[config.mk]
export PLATFORM = sky130hd
export DESIGN_NAME = fetch_ctrl
export DESIGN_NICKNAME = d
export VERILOG_FILES = /design/src/rtl/fetch_ctrl.sv
export SDC_FILE = /design/constraint.sdc
export NUM_CORES = 1
export LEC_CHECK = 0
export ABC_CLOCK_PERIOD_IN_PS = 1900
export BUFFER_PORTS_ARGS = -buffer_cell sky130_fd_sc_hd__buf_2
export CORE_AREA = 2 2 140 142
export DETAILED_ROUTE_END_ITERATION = 7
export DIE_AREA = 0 0 142 144
export HOLD_SLACK_MARGIN = 0.15
export PLACE_DENSITY = 0.83
export SLEW_MARGIN = 30
export SYNTH_ARGS = -nofsm -noshare
export SYNTH_HDL_FRONTEND = slang
export SYNTH_SLANG_ARGS = --single-unit
[constraint.sdc]
create_clock -name clk_i -period 1.9 [get_ports clk_i]
set_input_delay 0.285 -clock clk_i [delete_from_list [all_inputs] [get_ports clk_i]]
set_output_delay 0.285 -clock clk_i [all_outputs]
set_load 0.01 [all_outputs]
[src/rtl/fetch_ctrl.sv]
// rtl/fetch_ctrl.sv - instruction-fetch sequencer: fetch PC, imem handshake, redirects, stalls, IF/ID register
module fetch_ctrl #(
    parameter logic [31:0] RESET_PC = 32'h0000_0000
) (
    input  logic        clk_i,
    input  logic        reset_i,
    input  logic        redirect_valid_i,
    input  logic [31:0] redirect_pc_i,
    input  logic        stall_i,
    output logic        imem_req_o,
    output logic [31:0] imem_addr_o,
    input  logic        imem_ack_i,
    input  logic [31:0] imem_rdata_i,
    output logic        if_valid_o,
    output logic [31:0] if_pc_o,
    output logic [31:0] if_inst_o,
    output logic [31:0] if_pc_plus_4_o,
    output logic        flush_o
);

    typedef enum logic [1:0] {
        IDLE  = 2'd0,
        FETCH = 2'd1,
        HOLD  = 2'd2,
        KILL  = 2'd3
    } state_t;

    state_t      state_q, state_d;
    logic [31:0] pc_q, pc_d;
    logic [31:0] pend_q, pend_d;
    logic [31:0] buf_pc_q, buf_pc_d;
    logic [31:0] buf_inst_q, buf_inst_d;
    logic        if_valid_q, if_valid_d;
    logic [31:0] if_pc_q, if_pc_d;
    logic [31:0] if_inst_q, if_inst_d;

    logic        new_valid;
    logic [31:0] new_pc;
    logic [31:0] new_inst;
    logic [31:0] target;

    // Word-align the target by masking so every input bit is consumed.
    assign target = redirect_pc_i & 32'hFFFF_FFFC;

    always_comb begin
        state_d    = state_q;
        pc_d       = pc_q;
        pend_d     = pend_q;
        buf_pc_d   = buf_pc_q;
        buf_inst_d = buf_inst_q;
        new_valid  = 1'b0;
        new_pc     = pc_q;
        new_inst   = imem_rdata_i;

        case (state_q)
            IDLE: begin
                state_d = FETCH;
            end
            FETCH: begin
                if (imem_ack_i) begin
                    if (redirect_valid_i) begin
                        pc_d = target;
                    end else begin
                        pc_d = pc_q + 32'd4;
                        if (stall_i) begin
                            buf_pc_d   = pc_q;
                            buf_inst_d = imem_rdata_i;
                            state_d    = HOLD;
                        end else begin
                            new_valid = 1'b1;
                            new_pc    = pc_q;
                            new_inst  = imem_rdata_i;
                        end
                    end
                end else if (redirect_valid_i) begin
                    // Request already on the bus must complete before the new target is issued.
                    pend_d  = target;
                    state_d = KILL;
                end
            end
            HOLD: begin
                if (redirect_valid_i) begin
                    pc_d    = target;
                    state_d = FETCH;
                end else if (!stall_i) begin
                    new_valid = 1'b1;
                    new_pc    = buf_pc_q;
                    new_inst  = buf_inst_q;
                    state_d   = FETCH;
                end
            end
            KILL: begin
                if (imem_ack_i) begin
                    pc_d    = redirect_valid_i ? target : pend_q;
                    state_d = FETCH;
                end else if (redirect_valid_i) begin
                    pend_d = target;
                end
            end
            default: begin
                state_d = IDLE;
            end
        endcase

        if_valid_d = if_valid_q;
        if_pc_d    = if_pc_q;
        if_inst_d  = if_inst_q;
        if (redirect_valid_i) begin
            if_valid_d = 1'b0;
        end else if (!stall_i) begin
            if (new_valid) begin
                if_valid_d = 1'b1;
                if_pc_d    = new_pc;
                if_inst_d  = new_inst;
            end else begin
                if_valid_d = 1'b0;
            end
        end
    end

    always_ff @(posedge clk_i) begin
        if (reset_i) begin
            state_q    <= IDLE;
            pc_q       <= RESET_PC;
            pend_q     <= 32'd0;
            buf_pc_q   <= 32'd0;
            buf_inst_q <= 32'd0;
            if_valid_q <= 1'b0;
            if_pc_q    <= 32'd0;
            if_inst_q  <= 32'd0;
        end else begin
            state_q    <= state_d;
            pc_q       <= pc_d;
            pend_q     <= pend_d;
            buf_pc_q   <= buf_pc_d;
            buf_inst_q <= buf_inst_d;
            if_valid_q <= if_valid_d;
            if_pc_q    <= if_pc_d;
            if_inst_q  <= if_inst_d;
        end
    end

    assign imem_req_o     = (state_q == FETCH) || (state_q == KILL);
    assign imem_addr_o    = pc_q;
    assign if_valid_o     = if_valid_q;
    assign if_pc_o        = if_pc_q;
    assign if_inst_o      = if_inst_q;
    assign if_pc_plus_4_o = if_pc_q + 32'd4;
    assign flush_o        = redirect_valid_i & ~reset_i;

endmodule

* After elaboration in Yosys (flattened, before gate mapping)
Index checks and enable logic that the tools add are counted.
** Storage, ports and cells
- Register bits :: 195
- Output and inout port bits :: 131
- Logic and storage cells :: 56
** Operators by class
- Add/sub/neg operators :: 2
- Eq/ne operators :: 10
- Multiplexer cells :: 21
- Bitwise gates (word level) :: 5
- Reductions and logical operators :: 10
** Operators by type and width (number)
- 32-bit two-way mux :: 7
- 32-bit one-hot mux with 3 select lines :: 1
- 32-bit by 3-bit adder with 32-bit output (second input constant) :: 2
- 2-bit two-way mux :: 7
- 3-bit != test (second input constant) :: 4
- 2-bit one-hot mux with 4 select lines :: 1
- 4-bit AND reduction :: 2
- 2-bit != test (second input constant) :: 3
- 5-bit AND reduction :: 1
- 2-bit == test (second input constant) :: 2
- 1-bit two-way mux :: 4
- 1-bit inverter :: 4
- 2-bit OR reduction :: 2
- 3-bit AND reduction :: 1
- 3-bit nonzero test :: 1
- 2-bit by 1-bit == test with 1-bit output (second input constant) :: 1
- 2-bit zero test :: 1
- 1-bit one-hot mux with 2 select lines :: 1
- 2-bit AND reduction :: 1
- 1-bit bitwise AND :: 1
- 1-bit logical OR :: 1

* Depth between registers and ports, before layout
- Depth in word-level cells :: 5
- Mapped depth :: 10
- Gate-level depth less buffers :: 7

* Least setup slack after synthesis
OpenSTA, ideal clock, no wires.
- Path type :: flip-flop to flip-flop
- From :: register pc_q[3], in the netlist imem_addr_o[3]
- To :: register pc_q[30], in the netlist imem_addr_o[30]
- Arrival :: 2.011 ns
- Required time :: 1.814 ns
- Path slack :: -0.197 ns
- Cell stages (with the launch flop) :: 7
- Buffers on the path :: 0
- Period minus slack after synthesis :: 2.097 ns
- Cells stage by stage :: dfxtp_1 -> ha_1 -> and3_1 -> nand4_2 -> or4_1 -> a31o_1 -> a221oi_2
** On the way
- Word-level cells in the longest chain between the ends :: 4
** RTL lines
- from (decl) :: line 29 : logic [31:0] pc_q, pc_d;
- from (signal assigned) :: line 133 : pc_q <= pc_d;
- 32-bit by 3-bit adder with 32-bit output :: line 64 : pc_d = pc_q + 32'd4;
- 32-bit two-way mux :: line 61 : if (redirect_valid_i) begin
- 32-bit two-way mux :: line 60 : if (imem_ack_i) begin
- 32-bit one-hot mux with 3 select lines :: line 55 : case (state_q)
No other way between the ends. The select of a mux whose other input is x is not followed.
A chain may end at the register's enable or synchronous reset.

* Worst setup path in the final report
- From :: register if_pc_q[4], in the netlist if_pc_o[4]
- To :: output port if_pc_plus_4_o[31]
** On the way
- Word-level cells in the longest chain between the ends :: 1
** RTL lines
- from (decl) :: line 34 : logic [31:0] if_pc_q, if_pc_d;
- from (signal assigned) :: line 138 : if_pc_q <= if_pc_d;
- 32-bit by 3-bit adder with 32-bit output :: line 148 : assign if_pc_plus_4_o = if_pc_q + 32'd4;
- to (decl) :: line 17 : output logic [31:0] if_pc_plus_4_o,
No other way between the ends.

==> run metrics <==
CP peak stage delay=around 0.33 ns; worst path buffer plus inverter count=1; port bufs=~200; sequential fraction of design power=between 30% and 40%; vias in the first global route=8,934; Final period util=128%; largest net degree at the start of global routing=60; H-tree depth=4; initial antenna violation count=0; Die W=142 um; n_diodes=0; Comb pwr share=26.5%; Fmax=just over 400 MHz; placed instance count=1,614; register area share after synthesis=a little over two fifths; Syn. warnings=0; EDFF count, synth=0; Crit. End Element=output pin; internal power=about 8.3 mW; CP startpoint kind=register; P_leak=5.50 nW; Worst EP required=around 1.6 ns; setup ws final=-0.526 ns; share of cells above drive strength 1=about 36%; wire per inst=just under 20 um; die height=144 um; Vias per Instance=5.97; Tmin final=between 2 and 2.5 ns; detailed placement HPWL=18,800 um; clk buf depth=2; IO Pins=200; post-synthesis area per instance=a little over 8 sq um; crit path cell chain=and3_4 -> nand4_1 -> nor4_4 -> nand4_1 -> xnor2_2 -> buf_2; CTS tree=done; HP Class=in -> reg; Final setup viols=32; Clock Sinks=around 200; CTS Buf Count=17; initial DRC count=around 1,100; outcome=finished, violations left; pre-CTS setup slack=-0.187 ns; CTS root buf=clkbuf_16; fin util=between 70% and 80%; ys flop type=dfxtp_1; critical path class=reg -> out; Hold Vio Cnt, Final=0; Worst-Margin Slew=0.524 ns; first-pass GRT wire length=roughly 46,000 um; setup TNS=-8.36 ns; Cell Count, Final, Fillers Out=roughly 1,700; Row Count=just over 50; Synth Register Bits=between 150 and 200; Syn-to-layout area delta=47.8%; max_cap viols=0; proportion of synthesized flip-flops having asynchronous set or reset=0%; RePlAce Congestion=roughly 0.90; GRT Residual Overflow=0; final net count=1,571; Clk pin slew, worst setup/hold paths=approximately 0.070 ns; core box area=~19,000 sq um; peak supply drop=about 0.75 mV; vias=10,432; CP max stage cell=dfxtp_2; failing checks=negative setup slack; worst-path fanout max=3; Initial Utilization=49.1%; sw power=3.59 mW; Worst Path Arrival=around 2.1 ns; post-synthesis cell type count=between 60 and 70; worst skew pair latency=~0.44 ns; Cell Pwr Density=between 800 and 900 nW/um^2; unrepaired setup endpoints after global routing=yes; slew margin rel.=around two thirds; # DRC=0; GRT Overall Usage=28.1%; drt first pass iters=7; Detailed Route WL=34,000 um; Mapped Area=approximately 9400 sq um; Mapped Nets=about 1,200; Slew Viols, Final=0; clock power share=between 30% and 40%; Sw Ratio=about 30%; Die Area=20,400 sq um; Mapped Cells=about 1,200; ANT nets after route=0; final hold slack=around 0.22 ns; Top cell by count, worst path=nand4_1; Largest delay share family, worst path=simple AND/OR/NAND/NOR gates; Layout Skew=approximately 0.010 ns
==> cells in the final DEF (no fill, tap or decap), types with 7 or more instances in the layout <==
cell type      Yosys  final
nand2_1          233    226
buf_2             10    198
dfxtp_1          195    169
a21oi_1          135    128
buf_4              3    119
nor2_1            96     89
mux2i_1           70     69
dlygate4sd3_1      0     62
a211oi_1          67     60
buf_6              4     25
clkbuf_16          0     23
xnor2_1           28     22
dfxtp_2            0     21
o21ai_0           30     19
nand3_1           25     16
nand4_1           13     13
buf_12             0     12
a21o_1             7      7
a22oi_2            0      7
nor3_1            15      7
xor2_1             7      7
==> cell type report <==
class | count | area [sq um]
multi-input combinational | 847 | 5640
fill | 1259 | 5240
sequential | 195 | 3950
timing repair buffer | 425 | 3230
clock buffer | 21 | 460
tap | 238 | 298
clock inverter | 11 | 220
inverter | 10 | 41.3
==> sequential cells by signal, summed over array words and instances, names as in the netlist <==
register	flops
if_inst_o	32
if_pc_o	32
pend_q	32
buf_pc_q	32
state_q	2
imem_addr_o	32
buf_inst_q	32
if_valid_o	1
==> final timing paths <==
check,startpoint,to,slack (ns),cells after the start
setup reg to reg,imem_addr_o[3],imem_addr_o[29],-0.12,5
setup / recovery,if_pc_o[4],if_pc_plus_4_o[31],-0.53,6
hold / removal,reset_i,buf_pc_q[31],0.22,2
hold reg to reg,buf_pc_q[4],buf_pc_q[4],0.45,2
==> cell usage after synthesis (5+ instances only) <==
master | number | share of area [%]
a211oi_1 | 67 | 5.4
a21o_1 | 7 | 0.56
a21oi_1 | 135 | 7.2
a221oi_1 | 7 | 0.65
a22o_1 | 5 | 0.47
a22oi_1 | 13 | 1.0
a31oi_1 | 6 | 0.40
and3_1 | 5 | 0.33
and4_1 | 8 | 0.75
buf_2 | 10 | 0.53
clkbuf_1 | 79 | 3.2
dfxtp_1 | 195 | 42
ha_1 | 6 | 0.80
inv_1 | 9 | 0.36
mux2i_1 | 70 | 7.5
nand2_1 | 233 | 9.3
nand3_1 | 25 | 1.3
nand4_1 | 13 | 0.87
nor2_1 | 96 | 3.8
nor3_1 | 15 | 0.80
nor4_1 | 5 | 0.33
o211ai_1 | 5 | 0.40
o21ai_0 | 30 | 1.6
xnor2_1 | 28 | 2.6
xor2_1 | 7 | 0.65
==> routing by layer <==
| layer | global-route usage [%] | routed length (um) | vias to the layer above | share of wire, % |
|---|---|---|---|---|
| li1 | - | - | 4754 | - |
| met1 | 37.9 | 13500 | 4866 | 40 |
| met2 | 45.3 | 16000 | 642 | 47 |
| met3 | 4.07 | 2680 | 170 | 7.9 |
| met4 | 12.3 | 1830 | 0 | 5.4 |
| met5 | 0 | 0 | - | 0 |
==> kinds of logic after synthesis <==
kind of cell	after synthesis	synth area share, %
DFF	195	41.7
muxes	72	7.72
xor gates and xnor gates	35	3.27
adders and majority gates	6	0.802
and+or+nand+nor	430	20.4
AOI/OAI and AO/OA	304	20.6
buffers and inverters	112	5.49
==> power by group through the flow <==
| stage | clock network [mW] | registers, mW | logic (mW) |
|---|---|---|---|
| 6_report | 4.20 | 4.54 | 3.14 |
| 5_1_grt | 4.39 | 4.56 | 3.31 |
| 4_1_cts | 4.19 | 4.50 | 2.62 |
| 3_5_place_dp | 0 | 4.58 | 2.43 |
| 3_3_place_gp | 0 | 4.57 | 2.38 |
| 2_1_floorplan | 0 | 4.68 | 1.34 |
==> what timing repair did <==
action | in CTS | in global routing
resized for setup | 46 | 129
cloned | 1 | 7
setup buffers | 6 | 25
setup endpoints to repair | 54 | 118
hold buffers | 62 | 0
pin swaps | 17 | 42
endpoints found under the hold margin | 62 | 0
==> metrics by stage <==
stage          instance area [sq um]  power [mW]
2_1_floorplan                   9510        6.02
3_3_place_gp                   11400        6.94
5_1_grt                        13800        12.2
4_1_cts                        12900        11.3
3_5_place_dp                   11400        7.01
6_report                       13800        11.9
No activity file was read; power rests on OpenSTA's default activity.
